==> src/rtl/reflet_timer.sv <==
// Down-counting bus timer with prescaler, auto-reload and sticky interrupt flag.
// Define REFLET_TIMER_PULSE_IRQ_EN to make irq a one-cycle pulse on each FLAG rise.
module reflet_timer #(
  parameter int wordsize = 16,
  parameter logic [wordsize-1:0] base_addr = 16'hFF00
) (
  input  logic                clk,
  input  logic                reset,
  input  logic                enable,
  input  logic [wordsize-1:0] addr,
  input  logic [wordsize-1:0] data_in,
  input  logic                write_en,
  output logic [wordsize-1:0] data_out,
  output logic                irq
);
  localparam int WB = wordsize / 8;

  logic                run, auto_rl, ie, flag;
  logic [wordsize-1:0] presc, count, reload, pc;
  logic                sel;
  logic [1:0]          idx;
  logic                wr, tick, expire;
  logic [wordsize-1:0] rdata;

  // Exact match against the four register addresses; misaligned bytes never hit.
  always_comb begin
    sel = 1'b0;
    idx = 2'd0;
    for (int k = 0; k < 4; k++) begin
      if (addr == base_addr + wordsize'(k * WB)) begin
        sel = 1'b1;
        idx = 2'(k);
      end
    end
  end

  assign wr     = enable & write_en & sel;
  assign tick   = enable & run & (pc == presc);
  assign expire = tick & (count == '0);

  always_comb begin
    rdata = '0;
    case (idx)
      2'd0:    rdata[3:0] = {flag, ie, auto_rl, run};
      2'd1:    rdata = presc;
      2'd2:    rdata = count;
      default: rdata = reload;
    endcase
  end

  always_ff @(posedge clk) begin
    if (reset) begin
      run      <= 1'b0;
      auto_rl  <= 1'b0;
      ie       <= 1'b0;
      flag     <= 1'b0;
      presc    <= '0;
      count    <= '0;
      reload   <= '0;
      pc       <= '0;
      data_out <= '0;
    end else begin
      data_out <= sel ? rdata : '0;
      if (enable) begin
        if (!run || tick) pc <= '0;
        else              pc <= pc + wordsize'(1);

        if (tick) begin
          if (count != '0)  count <= count - wordsize'(1);
          else if (auto_rl) count <= reload;
          else              run   <= 1'b0;
        end

        // An expiry on the same edge as a software clear keeps the flag set.
        if (expire)                                  flag <= 1'b1;
        else if (wr && idx == 2'd0 && data_in[3])    flag <= 1'b0;

        // Bus writes are applied last so they override tick updates.
        if (wr) begin
          case (idx)
            2'd0: begin
              run     <= data_in[0];
              auto_rl <= data_in[1];
              ie      <= data_in[2];
            end
            2'd1: begin
              presc <= data_in;
              pc    <= '0;
            end
            2'd2:    count  <= data_in;
            default: reload <= data_in;
          endcase
        end
      end
    end
  end

`ifdef REFLET_TIMER_PULSE_IRQ_EN
  always_ff @(posedge clk) begin
    if (reset) irq <= 1'b0;
    else       irq <= expire & ~flag & ie;
  end
`else
  assign irq = flag & ie;
`endif

endmodule
==> config.mk <==
export PLATFORM = sky130hd
export DESIGN_NAME = reflet_timer
export DESIGN_NICKNAME = d
export VERILOG_FILES = /design/src/rtl/reflet_timer.sv
export SDC_FILE = /design/constraint.sdc
export NUM_CORES = 1
export LEC_CHECK = 0
export ABC_AREA = 1
export BUFFER_PORTS_ARGS = -buffer_cell sky130_fd_sc_hd__buf_2
export CORE_UTILIZATION = 58
export DETAILED_ROUTE_END_ITERATION = 10
export GPL_TIMING_DRIVEN = 0
export PLACE_DENSITY = 0.86
export SLEW_MARGIN = 10
export SYNTH_ARGS = -nofsm -noshare
export SYNTH_HDL_FRONTEND = slang
export SYNTH_SLANG_ARGS = --single-unit
==> constraint.sdc <==
create_clock -name clk -period 1.9 [get_ports clk]
set_clock_uncertainty 0.15 [all_clocks]
set_input_delay 0.38 -clock clk [delete_from_list [all_inputs] [get_ports clk]]
set_output_delay 0.38 -clock clk [all_outputs]
set_load 0.02 [all_outputs]
-- Word level (Yosys, flattened, before mapping)
Cells that the tools add are included.
- add/subtract/negate cells: 2
- eq/ne operators: 7
- multiplexer cells: 24
- bitwise logic cells: 8
- reduce and logical (&&, ||, !) cells: 14
- operator list (kind ; count):
    2-to-1 mux 16 bit ; 8
    equality test 16 bit, second input constant ; 4
    one-hot mux 12 bit (3 select lines) ; 1
    adder 16 x 1 -> 16 bit, second input constant ; 1
    equality test 16 bit ; 1
    zero test 16 bit ; 1
    nonzero test 16 bit ; 1
    subtractor 16 x 1 -> 16 bit, second input constant ; 1
    2-to-1 mux 1 bit ; 12
    one-hot mux 4 bit (3 select lines) ; 1
    AND reduction 3 bit ; 3
    bitwise AND 1 bit ; 6
    2-to-1 mux 2 bit ; 2
    OR reduction 3 bit ; 1
    equality test 2 x 1 -> 1 bit, second input constant ; 1
    equality test 2 bit, second input constant ; 1
    logical AND 1 bit ; 2
    zero test 2 bit ; 1
    inverter 1 bit ; 2
    AND reduction 2 bit ; 1
    nonzero test 2 bit ; 1
    OR reduction 2 bit ; 1
    zero test 1 bit ; 1
    logical OR 1 bit ; 1
- register bits after elaboration: 84
- input bits: 36
- output and inout port bits: 17
- logic and storage cells: 64

-- Longest topological paths before layout
- depth in word-level cells: 10
- gate-level depth with buffers: 13
- mapped depth without buffers: 13

-- Least setup slack after synthesis
No wires, ideal clock.
- path type: input-to-reg
- from: input addr[6]
- to: register reload[10]
- library setup time: 116 ps
- arrival time: 1461 ps
- data required time: 1634 ps
- slack: 174 ps
- stages on the path: 11
- path buffers: 1
- cells stage by stage: inv_1 nand2_1 nor2_1 nand2_1 nor2_4 nand2_2 nor2_4 inv_2 clkbuf_2 o21ai_0 nor2_1
- longest elaborated chain between the ends: 8
- elaborated cells between the ends (all ways): 18
- those cells by class: 6 x eq/ne; 7 x mux; 2 x bitwise; 3 x reduce/logical
- ends and longest elaborated chain (element ; RTL line ; RTL):
    from (decl) ; 10 ; input logic [wordsize-1:0] addr,
    equality test 16 bit ; 30 ; if (addr == base_addr + wordsize'(k * WB)) begin
    2-to-1 mux 1 bit ; 30 ;
    2-to-1 mux 2 bit (2 in a row) ; 30 ;
    equality test 2 x 1 -> 1 bit (tied with other cells) ; 80 ; case (idx)
    OR reduction 3 bit (no line) ; - ;
    inverter 1 bit (no line) ; - ;
    AND reduction 3 bit (no line) * ; - ;
    to (signal assigned) ; 91 ; default: reload <= data_in;
    to (decl) ; 19 ; logic [wordsize-1:0] presc, count, reload, pc;
Mark *: on every way between the ends. The rest lies on a longest branch, timed or not.
A chain may end at the register's enable or synchronous reset.

-- Final worst setup path
- from: register pc[0]
- to: register pc[11]
- longest elaborated chain between the ends: 6
- elaborated cells between the ends (all ways): 7
- those cells by class: 1 x add/sub; 1 x eq/ne; 3 x mux; 1 x bitwise; 1 x reduce/logical
- ends and longest elaborated chain (element ; RTL line ; RTL):
    from (decl) ; 19 ;
    from (signal assigned) ; 66 ; else pc <= pc + wordsize'(1);
    parallel branches: the longest is 3 deep, another holds adder 16 x 1 -> 16 bit ; - ;
    2-to-1 mux 16 bit * ; 65 ; if (!run || tick) pc <= '0;
    2-to-1 mux 16 bit ; 80 ;
    2-to-1 mux 16 bit * ; 79 ; if (wr) begin
Every way passes the cells marked *.

==> flow_summary.yaml <==
clocking:
  root_buffer: "clkbuf_8"
  htreeDepth: 3
  clk_pin_slew_ps: 90
  worst_skew_pair.late_latency_ps: 360
  cts_buffer_depth: 2
  numCtsBuffers: 9
  cts.sinks: 84
  cts_tree: "yes"
pwr:
  power_frac_comb_pct: 5.6
  power_density_mw_per_mm2: 484
  p_int_mw: 2.40
  seq_power_share_pct: 53.5
  power.switching_uw: 831
  peakVddDrop_uv: 412
  p_leak_nw: 3.04
  clockPowerShare_pct: 40.9
  sw_frac_of_total_pct: 25.7
floorplanning:
  design.die.area_mm2: 0.00981
  rows: 35
  ioPinCount: 53
  die_h_um: 99.0
  coreArea_mm2: 0.00920
  start_util_pct: 59.4
  die_w_um: 99.0
route:
  drc: 0
  drt-vias-per-instance: 6.01
  wl_met2_mm: 8.85
  drt_iter0_markers: 784
  drtAntennaViolNets: 0
  met3_length_mm: 2.87
  top_layer_used: "met5"
  drt_wl_total_mm: 20.9
  dr.pass1.iters: 8
  wl_met1_mm: 8.35
  vias: 6711
  wl_per_cell_um: 18.7
critical_path:
  max_stage_delay_ps: 420
  startpoint_type: "flip-flop"
  critPathMaxFanout: 5
  required_ps: 2040
  slowest_stage: "dfxtp_4"
  arrival_ps: 2090
  cpMostUsedCell: "nand3_1"
  cp_cell_sequence: "buf_4, nand3_1, nor3_2, nand3_1, nor3_2, nand2_1, nand2_1, nand3_1, nor2_1"
  path_class: "reg -> reg"
  cp-end-kind: "flip-flop"
timing:
  fmax_mhz: 513
  whs_ps: 118
  tightest_slew_ps: 741
  setup_viol: 7
  final_max_slew_viol_count: 0
  fin_crit_sh_pct: 103
  rsz0062_at_grt: "yes"
  period_needed_ps: 1950
  final.setup.worst_slack_ps: -50.3
  hold_viol_final: 0
  slew_headroom_pct: 50.6
placed_design:
  portBuffers: 50
  hpwl_mm: 14.9
  gp_congestion: 1.04
  place_ws_ps: -288
  placedCellCount: 1072
grt:
  grtUsageTotal_pct: 41.5
  overflow: 0
  grt_start_max_net_pins: 16
  grt_pass1_wl_mm: 30.7
  antenna_found_initial: 1
  grt_pass1_vias: 5755
yosys:
  synthCells: 911
  synth_area_mm2: 0.00546
  syn-num-nets: 950
  synth_seq_cells: 84
  avgSynthCellArea_um2: 6.00
  synth-seq-area-share_pct: 30.8
  ys_types: 34
  yosysWarnings: 0
cells_and_area:
  regArea_mm2: 0.00177
  fillers: 804
  drive_above_1_share_pct: 27.8
  layout_commonest_cell: "nand2_1"
  layout_common_cells: "nand2_1, nor2_1, o21ai_0, buf_2, inv_1"
  n_antenna_cell: 0
  area_growth_pct: 22.5
  fin_cells: 1116
  multiInputGateArea_mm2: 0.00355
  fin_nets: 1039
hold_path:
  min_path_type: "in -> reg"
run_status:
  outcome: "finished, violations left"
  violations: "negative setup slack"
job:
  drv_cap: 0
## cell families (layout without fill, tap and decap cells)
family / count (synthesis) / after routing / share of synthesized area, %
adder cells (fa/ha/maj): 3 / 3 / 0.687
XOR/XNOR: 17 / 17 / 2.73
AND/OR/NAND/NOR: 544 / 544 / 41.4
buffers and inverters: 121 / 215 / 9.42
flip-flops: 84 / 84 / 30.8
AO/OA/AOI/OAI: 142 / 142 / 15.0
## power by group through the flow
stage / Combinational, mW / Clock [mW] / Sequential [mW]
after detailed placement: 0.168 / 0 / 1.80
final: 0.180 / 1.32 / 1.73
after floorplan: 0.0805 / 0 / 1.80
after global routing: 0.193 / 1.38 / 1.73
after global placement: 0.168 / 0 / 1.80
after CTS: 0.169 / 1.31 / 1.74
## Yosys cell counts (all sizes together)
library cell,count,share of area (%)
a211oi,2,0.27
a21oi,54,5.6
nor2,164,12
xor2,16,2.6
dlygate4sd1,1,0.16
nand3,48,4.6
nor3,21,2.0
or2,1,0.11
a31oi,1,0.11
a221oi,11,1.8
buf,23,2.5
inv,81,5.6
xnor2,1,0.16
o221ai,5,0.80
o21ai,69,6.4
nand2,300,21
ha,3,0.69
dfxtp,84,31
clkbuf,16,1.1
nand4,10,1.1
## what timing repair did
item / CTS / global route
cloned: 1 / 0
hold buffers: 0 / 0
endpoints found under the hold margin: 0 / 0
resized for setup: 65 / 105
pin swaps: 7 / 29
endpoints found under the setup margin: 32 / 59
setup buffers: 15 / 17
## flip-flops by register name (all words and copies together), names as in the netlist
| signal | flops |
|---|---|
| count | 16 |
| auto_rl | 1 |
| reload | 16 |
| flag | 1 |
| run | 1 |
| presc | 16 |
| data_out | 16 |
| pc | 16 |
| ie | 1 |
## layout make-up
cell class	instances	area share, %
inverter	81	4.81
clock inverter	6	1.07
multi-input combinational	706	53.0
clock buffer	10	1.91
timing repair buffer	83	7.67
tap	111	2.08
sequential	84	26.5
buffer	35	2.96
## critical path: cells and delay by family (launching register included)
kind / cells / cell delay [ps]
buffers and inverters: 1 / 140
DFF: 1 / 420
and+or+nand+nor: 8 / 1170
## through the flow
stage / util (%) / total power, mW / TNS [ps] / area [µm²]
after floorplan: - / 1.88 / 0 / 5460
after global placement: 63.6 / 1.97 / -10270 / 5850
after detailed placement: 63.6 / 1.97 / -11690 / 5850
after CTS: 68.4 / 3.22 / 0 / 6290
after global routing: 72.7 / 3.31 / -1780 / 6690
final: 72.7 / 3.24 / -115 / 6690
## final timing paths
| kind | start | end | slack [ps] | cells after the start |
|---|---|---|---|---|
| hold / removal | reset | pc[14]$_SDFFE_PP0P_ | 120 | 2 |
| setup / recovery | pc[0]$_SDFFE_PP0P_ | pc[11]$_SDFFE_PP0P_ | -50 | 9 |
| hold reg to reg | count[0]$_SDFFE_PP0P_ | count[0]$_SDFFE_PP0P_ | 350 | 2 |
| setup reg to reg | pc[0]$_SDFFE_PP0P_ | pc[11]$_SDFFE_PP0P_ | -50 | 9 |
## layer usage
layer / vias up / track usage (%)
met2: 522 / 61.1
met4: 2 / 15.0
met1: 3018 / 58.8
met3: 80 / 9.79
met5: - / 0
li1: 3089 / -
Power figures use the tool's default switching activity.
